**config.mk**
```make
export PLATFORM = sky130hd
export DESIGN_NAME = tow_playfield
export DESIGN_NICKNAME = d
export VERILOG_FILES = /design/src/rtl/tow_pkg.sv /design/src/rtl/tow_playfield_key_pulse.sv /design/src/rtl/tow_playfield.sv
export SDC_FILE = /design/constraint.sdc
export NUM_CORES = 1
export LEC_CHECK = 0
export BUFFER_PORTS_ARGS = -buffer_cell sky130_fd_sc_hd__buf_2
export CORE_ASPECT_RATIO = 0.75
export CORE_MARGIN = 8
export CORE_UTILIZATION = 40
export DETAILED_ROUTE_END_ITERATION = 10
export PLACE_DENSITY = 0.65
export REMOVE_ABC_BUFFERS = 1
export SLEW_MARGIN = 10
export SYNTH_ARGS = -nofsm -noshare
export SYNTH_HDL_FRONTEND = slang
export SYNTH_SLANG_ARGS = --single-unit
```
**constraint.sdc**
```tcl
create_clock -name Clock -period 2.7 [get_ports Clock]
set_input_delay 0.135 -clock Clock [delete_from_list [all_inputs] [get_ports Clock]]
set_output_delay 0.135 -clock Clock [all_outputs]
set_load 0.02 [all_outputs]
```
**src/rtl/tow_pkg.sv**
```systemverilog
// Shared types and sizing helpers for the tug-of-war playfield.
package tow_pkg;

   typedef enum logic {PLAY, OUT} state_t;

   function automatic int center(input int n);
      return (n + 1) / 2;
   endfunction

   // Positions run 0..n+1, where 0 and n+1 are the two off-field exits.
   function automatic int pos_w(input int n);
      return $clog2(n + 2);
   endfunction

endpackage

```
**src/rtl/tow_playfield_key_pulse.sv**
```systemverilog
// Button conditioner: 2-flop synchronizer, history flop and registered rise pulse.
module key_pulse (
   input  logic Clock,
   input  logic Reset,
   input  logic raw,
   output logic rise
);

   logic s1, s2, s3;

   // History resets high so a button held through reset never looks like a press.
   always_ff @(posedge Clock) begin
      if (Reset) begin
         s1   <= 1'b1;
         s2   <= 1'b1;
         s3   <= 1'b1;
         rise <= 1'b0;
      end else begin
         s1   <= raw;
         s2   <= s1;
         s3   <= s2;
         rise <= s2 & ~s3;
      end
   end

endmodule

```
**src/rtl/tow_playfield.sv**
```systemverilog
// Tug-of-war playfield: conditions both buttons, moves the light and flags the exit.
module tow_playfield
   import tow_pkg::*;
#(
   parameter int NUM_LEDS = 9,
   parameter int CENTER   = center(NUM_LEDS)
) (
   input  logic                Clock,
   input  logic                Reset,
   input  logic                L_raw,
   input  logic                R_raw,
   output logic                L,
   output logic                R,
   output logic [NUM_LEDS-1:0] leds,
   output logic                done
);

   localparam int              PW       = pos_w(NUM_LEDS);
   localparam logic [PW-1:0]   POS_C    = PW'(CENTER);
   localparam logic [PW-1:0]   POS_LEFT = PW'(NUM_LEDS + 1);

   logic [1:0] raw, rise;
   logic       rise_l, rise_r;

   assign raw    = {L_raw, R_raw};
   assign rise_l = rise[1];
   assign rise_r = rise[0];

   for (genvar b = 0; b < 2; b++) begin : g_key
      key_pulse u_key (
         .Clock (Clock),
         .Reset (Reset),
         .raw   (raw[b]),
         .rise  (rise[b])
      );
   end

   state_t                state, state_n;
   logic [PW-1:0]         pos, pos_n;
   logic                  l_n, r_n, done_n;
   logic [NUM_LEDS-1:0]   leds_n;

   // The move uses the registered pulse, so leds keeps the pre-move position while L/R is high.
   always_comb begin
      state_n = state;
      pos_n   = pos;
      l_n     = 1'b0;
      r_n     = 1'b0;
      leds_n  = '0;
      if (state == PLAY) begin
         if (L)
            pos_n = pos + 1'b1;
         else if (R)
            pos_n = pos - 1'b1;
         if (pos_n == '0 || pos_n == POS_LEFT)
            state_n = OUT;
         if (state_n == PLAY) begin
            l_n = rise_l & ~rise_r;
            r_n = rise_r & ~rise_l;
         end
      end
      for (int i = 0; i < NUM_LEDS; i++)
         leds_n[i] = (pos_n == PW'(i + 1));
      done_n = (state_n == OUT);
   end

   always_ff @(posedge Clock) begin
      if (Reset) begin
         state <= PLAY;
         pos   <= POS_C;
         L     <= 1'b0;
         R     <= 1'b0;
         leds  <= NUM_LEDS'(1) << (CENTER - 1);
         done  <= 1'b0;
      end else begin
         state <= state_n;
         pos   <= pos_n;
         L     <= l_n;
         R     <= r_n;
         leds  <= leds_n;
         done  <= done_n;
      end
   end

endmodule

```
======== Word-level counts from Yosys, hierarchy flattened ========
Index checks and enable logic that the tools add are counted.
operators by class
  $add $sub $neg .......................... 2
  bitwise logic cells ..................... 8
  reduce and logical (&&, ||, !) cells .... 3
  mux-type cells .......................... 7
  eq/ne operators ......................... 10
operators by type and width
  cell                                                                count
  4-bit by 3-bit == test with 1-bit output, second input constant     4
  4-bit two-way mux                                                   4
  4-bit == test, second input constant                                3
  4-bit by 2-bit == test with 1-bit output, second input constant     2
  4-bit by 1-bit adder with 4-bit output, second input constant       1
  1-bit AND                                                           4
  4-bit by 1-bit == test with 1-bit output, second input constant     1
  4-bit logical NOT                                                   1
  1-bit NOT                                                           4
  4-bit by 1-bit subtractor with 4-bit output, second input constant  1
  1-bit two-way mux                                                   3
  3-bit OR reduction                                                  1
  1-bit logical OR                                                    1
word-level totals
  bits of input ports ..................... 4
  word-level logic and storage cells ...... 43
  output and inout bits ................... 12
  bits in registers ....................... 24

======== Longest topological paths before layout ========
Gate-level depths: netlist (run 1).
  depth in word-level cells ............... 9
  mapped depth ............................ 8

======== Modules after synthesis ========
A second synthesis (run 1) with hierarchy kept.
unflattened totals
  cells, all modules ...................... 106
  area, all modules ....................... 1,052.3 µm²
modules (own cells, without submodules)
  module         times used  area each (µm²)  cells each
  tow_playfield  1           839.6            90
  key_pulse      2           106.4            8

======== Least setup slack after synthesis (run 1) ========
No wires, ideal clock.
  path kind ............................... register to register
  start point ............................. reg pos[0]
  end point ............................... reg L
  library setup time ...................... 0.103 ns
  data required time ...................... 2.597 ns
  arrival time ............................ 1.957 ns
  stages on the path, launching flop included .. 8
  period minus slack after synthesis ...... 2.061 ns
  setup slack ............................. 0.639 ns
  cells stage by stage .................... dfxtp_1 > buf_2 > inv_1 > ha_1 > and2_1 > o31ai_1 > xnor3_1 > a2111oi_2
on the way
  longest elaborated chain between the ends .. 9
  elaborated cells on any way between the ends .. 11
  classes of those cells .................. add/sub (2); eq/ne (1); mux (5); reduce/logical (3)
RTL lines
  element                                                    RTL line             text
  from (decl)                                                tow_playfield.sv:39  logic [PW-1:0] pos, pos_n;
  from (signal assigned)                                     tow_playfield.sv:77  pos <= pos_n;
  4-bit by 1-bit subtractor with 4-bit output                tow_playfield.sv:54  pos_n = pos - 1'b1;
  4-bit two-way mux                                          tow_playfield.sv:53  else if (R)
  4-bit two-way mux (*)                                      tow_playfield.sv:51  if (L)
  4-bit two-way mux (*)                                      tow_playfield.sv:50  if (state == PLAY) begin
  4-bit == test / 4-bit logical NOT (equally long branches)  tow_playfield.sv:55  if (pos_n == '0 || pos_n == POS_LEFT)
  1-bit logical OR (*)                                       tow_playfield.sv:55
  1-bit two-way mux (*)                                      tow_playfield.sv:55
  1-bit two-way mux (*)                                      tow_playfield.sv:50
  3-bit OR reduction (no line) (*)                           n/a
  to (signal assigned)                                       tow_playfield.sv:78  L <= l_n;
  to (decl)                                                  tow_playfield.sv:12  output logic L,
Mark *: on every way between the ends. The rest lies on a longest branch, timed or not. The select of a mux whose other input is x is not followed.
A chain may end at the register's enable or synchronous reset.

======== Final worst setup path (run 1) ========
Ends and elaborated chain as after synthesis.

==> qor.yml, run 1 <==
status: "finished, final reports clean"
cts_made_buffers: 3
first_pass_iters: 4
setup_tns_ps: 0
io_pins: 16
critPathArrivalTime_ps: 2510
worstSetupEndpointType: "flip-flop"
die_area_um2: 4540
nets: 124
clkLatencyLatePin_ps: 310
synthesis.area_um2: 1050
setup-violations-final: 0
seqCellArea_um2: 480
relSlewSlack: 0.564
clk_pin_slew_ps: 130
power_w: 0.000653
via_count: 754
path_class: "flip-flop to flip-flop"
dp_hpwl_mm: 1.47
postSynthAreaPerCell_um2: 10.2
grt_overflow: 0
slew_viol_final: 0
htreeDepth: 1
synth_async_sr_flop_share: 0
core-area_um2: 2560
die_height_um: 60.4
drt-total-wl_mm: 2.03
ant_nets: 0
cts_root_buffer: "clkbuf_4"
final_cell_count_no_fill: 153
leakage_nw: 0.459
place.gp.congestion: 0.825
grt_pass1_vias: 747
rsz0062_at_grt: "false"
cp_data_required_time_ps: 2930
yosysUniqueCellTypes: 39
max_cap_violations: 0
irDropWorstVdd_mv: 0.267
fmax_ghz: 0.437
cts_resized: 0
worstMarginPinSlew_ps: 651
placed_cells: 147
vias_per_cell: 4.93
drcViolationCount: 0
fin_skew_ps: 1.83
portBuffers: 15
antenna_found_initial: 0
cts_buffer_depth: 2
worst_setup_path_start_kind: "flip-flop"
layout_min_cycle_time_ps: 2290
cts_tree: "done"
drive_gt1_frac: 0.299
ys_warn_count: 0
fin_crit_sh: 0.847
hold_viol: 0
synth_edf_count: 0
ys.flop_type: "dfxtp_1"
syn_to_final_growth_pct: 14.6
rows: 16
hold_path.class: "primary input to flip-flop"
utilization: 0.470
final.fill_count: 262
drt-initial-drc-count: 53
synth-seq-cells: 24
clkSinkCount: 24
grt_pass1_wl_mm: 3.51
post_drt_wl_per_cell_um: 13.3
grtUsageTotal: 0.102
num_antenna_cells: 0
syn_inst: 103
crit_path_max_fanout: 10
p_per_area_nw_per_um2: 542
yosysSeqAreaShare: 0.457
multi_input_area_um2: 520
grt_max_degree: 18
die_w_um: 75.2
start_util: 0.410
## sequential cells by signal (all words and copies together) (netlist names)
| signal | count |
|---|---|
| g_key.u_key.s1 | 2 |
| R | 1 |
| pos | 4 |
| g_key.u_key.s3 | 2 |
| state | 1 |
| g_key.u_key.s2 | 2 |
| L | 1 |
| g_key.u_key.rise | 2 |
| leds | 9 |
## metal layers
layer	routed length, um	track usage	vias up
li1	-	-	391
met1	1050	0.137	347
met2	875	0.150	12
met3	87	0.0347	4
met4	22	0.0327	0
met5	0	0	-
## synthesized netlist by cell type (2+ instances only)
| cell | count | area (um^2) |
|---|---|---|
| a211oi_1 | 3 | 22.5 |
| a21oi_1 | 3 | 15.0 |
| buf_2 | 4 | 20.0 |
| clkbuf_1 | 2 | 7.51 |
| dfxtp_1 | 24 | 480 |
| ha_1 | 2 | 25.0 |
| inv_1 | 3 | 11.3 |
| nand2_1 | 3 | 11.3 |
| nand2b_1 | 2 | 12.5 |
| nand3b_1 | 3 | 22.5 |
| nor2_1 | 5 | 18.8 |
| nor3b_1 | 2 | 15.0 |
| nor4_1 | 4 | 25.0 |
| nor4b_1 | 5 | 43.8 |
| or2_2 | 10 | 62.6 |
| xnor2_1 | 5 | 43.8 |
## placed cells by master, fill, tap and decap left out, types with 3 or more instances in the layout
cell,n
nor2_1,5
a211oi_1,3
dfxtp_1,24
nand3b_1,3
clkbuf_4,3
nand2_1,3
a21oi_1,3
nor4b_1,5
or2_2,10
inv_1,3
buf_2,15
xnor2_1,5
nor4_1,4
## final timing paths
path	start	end	slack, ps	depth (start not counted)
worst min-delay path	Reset	pos[3]	160	2
worst max register to register	pos[0]	L	410	6
worst min register to register	g_key[0].u_key.s3	g_key[0].u_key.rise	400	1
worst max-delay path	pos[0]	L	410	6
## layout make-up
type                       instances  area share
sequential                        24       0.399
clock buffer                       3      0.0187
clock inverter                     1      0.0249
inverter                           3     0.00935
multi-input combinational         69       0.432
timing repair buffer              17      0.0789
tap                               36      0.0374
## critical path, stage by stage, from the launching register on
cell,delay [ps]
dfxtp_1,530
inv_1,110
ha_1,340
and2_1,170
o31ai_1,390
xnor3_1,320
a2111oi_2,350
## logic make-up after synthesis
| group | Yosys count | share of synthesized area |
|---|---|---|
| simple gates | 44 | 0.273 |
| flops | 24 | 0.457 |
| compound gates | 15 | 0.117 |
| buf+inv | 10 | 0.0476 |
| xor+xnor | 7 | 0.0714 |
| fa+ha+maj | 2 | 0.0238 |
| mux | 1 | 0.0107 |
## report_power, final
group          internal, W  switching, W  leakage (nW)  total [W]
combinational    0.0000151     0.0000155         0.237  0.0000306
sequential        0.000361    0.00000414         0.195   0.000365
clock             0.000150      0.000107        0.0279   0.000257
total             0.000526      0.000127         0.459   0.000653
## stage by stage
stage	hold WS [ps]	instance area, um^2	worst slack, ps
floorplan	207	1010	636
global placement	319	1130	521
detailed placement	321	1130	431
CTS	159	1200	409
global route	188	1200	213
finish	155	1200	414
## what timing repair did
| action | 4_1_cts | 5_1_grt |
|---|---|---|
| hold buffers | 2 | 0 |
| buffers inserted | 0 | 0 |
| hold endpoints to repair | 2 | 0 |
Power figures use the tool's default switching activity.
==> run 2: changes to the inputs <==
--- a/config.mk
+++ b/config.mk
@@ -5,6 +5,7 @@
 export SDC_FILE = /design/constraint.sdc
 export NUM_CORES = 1
 export LEC_CHECK = 0
+export ABC_AREA = 1
 export BUFFER_PORTS_ARGS = -buffer_cell sky130_fd_sc_hd__buf_2
 export CORE_ASPECT_RATIO = 0.75
 export CORE_MARGIN = 8
==> constraint.sdc (replaced) <==
create_clock -name Clock -period 2.2 [get_ports Clock]
set_input_delay 0.11 -clock Clock [delete_from_list [all_inputs] [get_ports Clock]]
set_output_delay 0.11 -clock Clock [all_outputs]
set_load 0.02 [all_outputs]
==> qor.yml, run 2 <==
status: "finished, final reports clean"
antenna_found_initial: 0  # unchanged
die_height_um: 58.0  # -3.9%
switching_power_w: 0.000159  # +25%
nets: 142  # +15%
crit_buf_inv: 2  # +1
worstRegToRegCells: 10  # +4
setup_tns_ps: 0  # unchanged
comb_power_share: 0.055  # +0.008
grt_overflow: 0  # unchanged
worstReg2RegEnd: "leds[7]"
critPathArrivalTime_ps: 1870  # -640 ps
max_cap_violations: 0  # unchanged
hold_depth: 2  # unchanged
synthesis.area_um2: 942  # -10%
post_drt_wl_per_cell_um: 11.0  # -18%
slowest_delay_ps: 410  # -120 ps
yosysUniqueCellTypes: 25  # -36%
ys_top_cells_by_count: "dfxtp_1, nand2_1, nor2_1"
crit_family: "flip-flops"
rrSetupSlack_ps: 540  # +130 ps
setup-violations-final: 0  # unchanged
cts_resized: 0  # unchanged
p_per_area_nw_per_um2: 712  # +31%
clkLatencyLatePin_ps: 310  # about the same
intPower_w: 0.000645  # +23%
drt-total-wl_mm: 1.85  # -9.0%
drt-initial-drc-count: 40  # -25%
cts_root_buffer: "clkbuf_4"
start_util: 0.415  # +0.00472
synth_edf_count: 0  # unchanged
synth_async_sr_flop_share: 0  # unchanged
syn_inst: 115  # +12%
hold_ws_ps: 94.8  # -60.6 ps
grt_pass1_wl_mm: 3.09  # -12%
rsz0062_at_grt: "false"
die_area_um2: 4180  # -7.9%
grt_pass1_vias: 716  # -4.1%
irDropWorstVdd_mv: 0.447  # +67%
ys_warn_count: 0  # unchanged
synthTopCellsByArea: "dfxtp_1, nand2_1, nor2_1, nand3_2, inv_1"
drcViolationCount: 0  # unchanged
layout_min_cycle_time_ps: 1660  # -630 ps
cts_tree: "done"
relSlewSlack: 0.743  # +0.179
largest_reg_flops: 9  # unchanged
worstSetupEndpointType: "flip-flop"
clk_pin_slew_ps: 130  # about the same
p_seq_frac: 0.557  # -0.002
grtUsageTotal: 0.0926  # -0.00982
crit_path_max_fanout: 4  # -6
place.gp.congestion: 0.844  # +2.3%
core-area_um2: 2270  # -11%
reg.largest.list: "leds (9), pos (4)"
cts_made_buffers: 3  # unchanged
fin_crit_sh: 0.753  # -0.0938
first_pass_iters: 5  # +1
hold_path.class: "primary input to flip-flop"
synth-seq-cells: 24  # unchanged
path_cells: "inv_2 -> ha_1 -> nand2_1 -> o21ai_0 -> nand2_1 -> nand2_1 -> o21ai_4 -> inv_1 -> nand3_1 -> nor2_1"
die_w_um: 72.0  # -4.2%
worst_setup_path_start_kind: "flip-flop"
use_met3: 0.0413  # +0.00665
utilization: 0.497  # +0.0268
dp_hpwl_mm: 1.49  # +0.91%
synth.top_cell.area_share: 0.510  # +0.0528
clockPowerShare: 0.388  # -0.006
fin_skew_ps: 6.33  # +4.50 ps
portBuffers: 15  # unchanged
postSynthAreaPerCell_um2: 8.19  # -20%
worstMarginPinSlew_ps: 385  # -266 ps
yosysSeqAreaShare: 0.510  # +0.0528
gr-max-usage-layer: "met2"
fmax_ghz: 0.604  # +38%
vias_per_cell: 4.66  # -5.4%
final_cell_mix: "dfxtp_1, nand2_1, nor2_1, buf_2, inv_1"
rows: 15  # -1
grt_max_degree: 15  # -3
grt_use_met1: 0.122  # -0.0156
min_to: "pos[3]"
htreeDepth: 1  # unchanged
via_count: 788  # +4.5%
crit_start: "pos[0]"
crit_slowest_cell: "dfxtp_1"
clkSinkCount: 24  # unchanged
io_pins: 16  # unchanged
cts_buffer_depth: 2  # unchanged
slew_viol_final: 0  # unchanged
top_register: "leds"
leakage_nw: 0.539  # +17%
ant_nets: 0  # unchanged
path_class: "flip-flop to flip-flop"
ys.flop_type: "dfxtp_1"
r2r-start: "pos[0]"
drive_gt1_frac: 0.281  # -0.0177
synth_top_area_cell: "dfxtp_1"
syn_to_final_growth_pct: 19.8
hold_viol: 0  # unchanged
hp-start: "Reset"
num_antenna_cells: 0  # unchanged
cp_data_required_time_ps: 2420  # -510 ps
grt_use_met2: 0.133  # -0.0165
swShare: 0.198  # +0.00303
crit_path_frequent_cell: "nand2_1"
## run 2: changes by cell type after synthesis, sizes merged, moves of 9 or more
cell,change
inv,+9
nand2,+25
nand3,+11
nor2,+13
## run 2: how the worst max path moves through the flow
stage / cells after the start / slack (ps) / endpoint
2_1_floorplan: 10 / 740 / leds[7]
3_3_place_gp: 10 / 650 / leds[8]
3_5_place_dp: 10 / 590 / leds[7]
4_1_cts: 10 / 560 / leds[7]
5_1_grt: 9 / 400 / leds[5]
6_report: 10 / 540 / leds[7]
## run 2: logic make-up after synthesis
logic type,count (synthesis),share of synthesized area
buffers and inverters,15,0.0611
flip-flops,24,0.510
AND/OR/NAND/NOR,66,0.335
adder cells (fa/ha/maj),2,0.0266
XOR/XNOR,1,0.00930
AO/OA/AOI/OAI,7,0.0584
## run 2: routing by layer
metal / vias up / wire (um)
met5: - / 0
met4: 0 / 12
met3: 2 / 130
met2: 23 / 782
met1: 365 / 924
li1: 398 / -
## run 2: repair_timing
| action | CTS | global route |
|---|---|---|
| buffers inserted | 0 | 0 |
| hold buffers | 2 | 0 |
| hold endpoints to repair | 2 | 0 |
## run 2: power by group through the flow
stage                     Clock [W]  Sequential, W  Combinational, W
after detailed placement          0       0.000457         0.0000412
after CTS                  0.000321       0.000448         0.0000440
final                      0.000312       0.000448         0.0000439
after global routing       0.000330       0.000449         0.0000488
after global placement            0       0.000457         0.0000405
after floorplan                   0       0.000460         0.0000247
## run 2: per-stage QoR
stage          total power, W  setup slack, ps  instance area (um^2)  cells
2_1_floorplan        0.000484              740                   938    114
5_1_grt              0.000827              403                  1130    169
3_5_place_dp         0.000498              589                  1060    163
4_1_cts              0.000813              562                  1130    169
3_3_place_gp         0.000497              645                  1060    163
6_report             0.000803              544                  1130    169
## run 2: layout make-up
type / instances / area, um^2
inverters: 14 / 53.8
flip-flops and latches: 24 / 480
fillers: 230 / 1140
multi-input cells: 76 / 404
clock buffers: 3 / 22.5
clock inverters: 1 / 30.0
repair buffers: 17 / 95.1
well taps: 34 / 42.5
==> run 3: changes to the inputs <==
--- a/config.mk
+++ b/config.mk
@@ -11,7 +11,7 @@
 export CORE_MARGIN = 8
 export CORE_UTILIZATION = 40
 export DETAILED_ROUTE_END_ITERATION = 10
-export PLACE_DENSITY = 0.65
+export PLACE_DENSITY = 0.67
 export REMOVE_ABC_BUFFERS = 1
 export SLEW_MARGIN = 10
 export SYNTH_ARGS = -nofsm -noshare
==> constraint.sdc (replaced) <==
create_clock -name Clock -period 1.4 [get_ports Clock]
set_input_delay 0.07 -clock Clock [delete_from_list [all_inputs] [get_ports Clock]]
set_output_delay 0.07 -clock Clock [all_outputs]
set_load 0.02 [all_outputs]
==> qor.yml, run 3 (same netlist as run 2, synthesis figures left out) <==
status: "complete, but fails checks"
failed_checks: "setup timing"
slowest_delay_ps: 350  # -60 ps
cts_buffer_depth: 2  # unchanged
post_drt_wl_per_cell_um: 11.1  # +1.1%
critPathArrivalTime_ps: 1680  # -190 ps
fin_crit_sh: 1.02  # +0.263
slew_viol_final: 0  # unchanged
drt-initial-drc-count: 13  # -68%
syn_to_final_growth_pct: 32.7
hold_path.class: "primary input to flip-flop"
p_per_area_nw_per_um2: 1020  # +43%
relSlewSlack: 0.755  # +0.0122
crit_path_max_fanout: 3  # -1
place.gp.congestion: 0.853  # +1.1%
grt_max_degree: 15  # unchanged
path_class: "flip-flop to flip-flop"
hold_ws_ps: 51.3  # -43.5 ps
die_height_um: 58.0  # unchanged
start_util: 0.415  # unchanged
preCtsSetupSlack_ps: -92.9  # -682 ps
hold_depth: 2  # unchanged
cts_tree: "done"
drt-total-wl_mm: 1.92  # +3.5%
fmax_ghz: 0.703  # +16%
r2r-start: "pos[0]"
worstRegToRegCells: 9  # -1
worstMarginPinSlew_ps: 367  # -18.3 ps
reg.largest.list: "leds (9), pos (4)"
rsz0062_at_grt: "true"
die_area_um2: 4180  # unchanged
layout_min_cycle_time_ps: 1420  # -234 ps
final_cell_count_no_fill: 173  # +2.4%
portBuffers: 15  # unchanged
core-area_um2: 2270  # unchanged
nets: 146  # +2.8%
grt_pass1_wl_mm: 3.28  # +6.0%
crit_end: "leds[8]"
grtUsageTotal: 0.101  # +0.00828
ant_nets: 0  # unchanged
clk_pin_slew_ps: 120  # about the same
crit_start: "pos[0]"
fin_ws_ps: -22.3  # -566 ps
dp_hpwl_mm: 1.39  # -6.3%
grt_pass1_vias: 696  # -2.8%
antenna_found_initial: 0  # unchanged
worstSetupEndpointType: "flip-flop"
die_w_um: 72.0  # unchanged
placed_cells: 166  # +1.8%
crit_slowest_cell: "dfxtp_2"
setup-violations-final: 1  # +1
crit_path_frequent_cell: "nand2_2"
fin_skew_ps: 2.67  # -3.66 ps
path_cells: "buf_4 -> ha_4 -> o211ai_1 -> nand2_2 -> nand2_2 -> nand2_4 -> inv_4 -> nand3_4 -> nor2_2"
clkLatencyLatePin_ps: 310  # about the same
worst_setup_path_start_kind: "flip-flop"
vias_per_cell: 4.41  # -5.4%
first_pass_iters: 4  # -1
top_register: "leds"
max_cap_violations: 0  # unchanged
final_common_cell: "dfxtp_1"
cts_root_buffer: "clkbuf_4"
htreeDepth: 1  # unchanged
hold_viol: 0  # unchanged
drive_gt1_frac: 0.453  # +0.172
leakage_nw: 0.563  # +4.6%
rows: 15  # unchanged
grt_overflow: 0  # unchanged
cts_made_buffers: 3  # unchanged
via_count: 763  # -3.2%
clkSinkCount: 24  # unchanged
cp_data_required_time_ps: 1650  # -770 ps
worstReg2RegEnd: "leds[8]"
largest_reg_flops: 9  # unchanged
final_cell_mix: "dfxtp_1, nand2_1, buf_2, nor2_1, nand2_2"
drcViolationCount: 0  # unchanged
rrSetupSlack_ps: -20  # -570 ps
io_pins: 16  # unchanged
utilization: 0.550  # +0.0534
num_antenna_cells: 0  # unchanged
irDropWorstVdd_mv: 0.506  # +13%
run 3: metal layers:
layer	part of all wire	vias to the layer above	GRT usage
met4	0.0089	0	0.0435
met1	0.51	332	0.131
met5	0	-	0
met2	0.42	17	0.140
met3	0.055	4	0.0448
li1	-	410	-
run 3: final cells by class:
type                            count  area (um^2)
Fill cell                         217         1020
Sequential cell                    24          484
Clock buffer                        3         22.5
Multi-Input combinational cell     76          487
Inverter                           14         55.1
Timing Repair Buffer               21          129
Tap cell                           34         42.5
Clock inverter                      1         30.0
run 3: critical path, delay by kind of cell (launching register included):
kind            cells  cell delay [ps]
buf+inv             2              210
simple gates        5              460
fa+ha+maj           1              150
flops               1              350
compound gates      1              190
run 3: worst min-delay path by stage:
stage | slack, ps | start | end
after floorplan | 140 | Reset | state
after global placement | 250 | L_raw | g_key[1].u_key.s1
after detailed placement | 250 | R_raw | g_key[0].u_key.s1
after CTS | 50 | Reset | state
after global routing | 40 | Reset | state
final | 50 | Reset | state
run 3: through the flow:
| step | total power (W) | setup TNS (ps) | cell area, um^2 |
|---|---|---|---|
| 2_1_floorplan | 0.000761 | -210 | 938 |
| 3_3_place_gp | 0.000784 | -392 | 1080 |
| 3_5_place_dp | 0.000785 | -678 | 1080 |
| 4_1_cts | 0.00128 | -73.1 | 1190 |
| 5_1_grt | 0.00133 | -1110 | 1250 |
| 6_report | 0.00127 | -22.3 | 1250 |
run 3: report_power, final:
part	total (W)	leakage [nW]	switching, W	internal [W]
clock	0.000487	0.0279	0.000197	0.000289
combinational	0.0000859	0.340	0.0000506	0.0000353
sequential	0.000702	0.195	0.00000533	0.000697
total	0.00127	0.563	0.000253	0.00102
run 3: repair_timing:
item,in CTS,in global routing
pin swaps,8,9
gates resized for setup,13,15
setup buffers,0,1
setup endpoints to repair,13,13
hold buffers,2,0
hold endpoints to repair,2,0
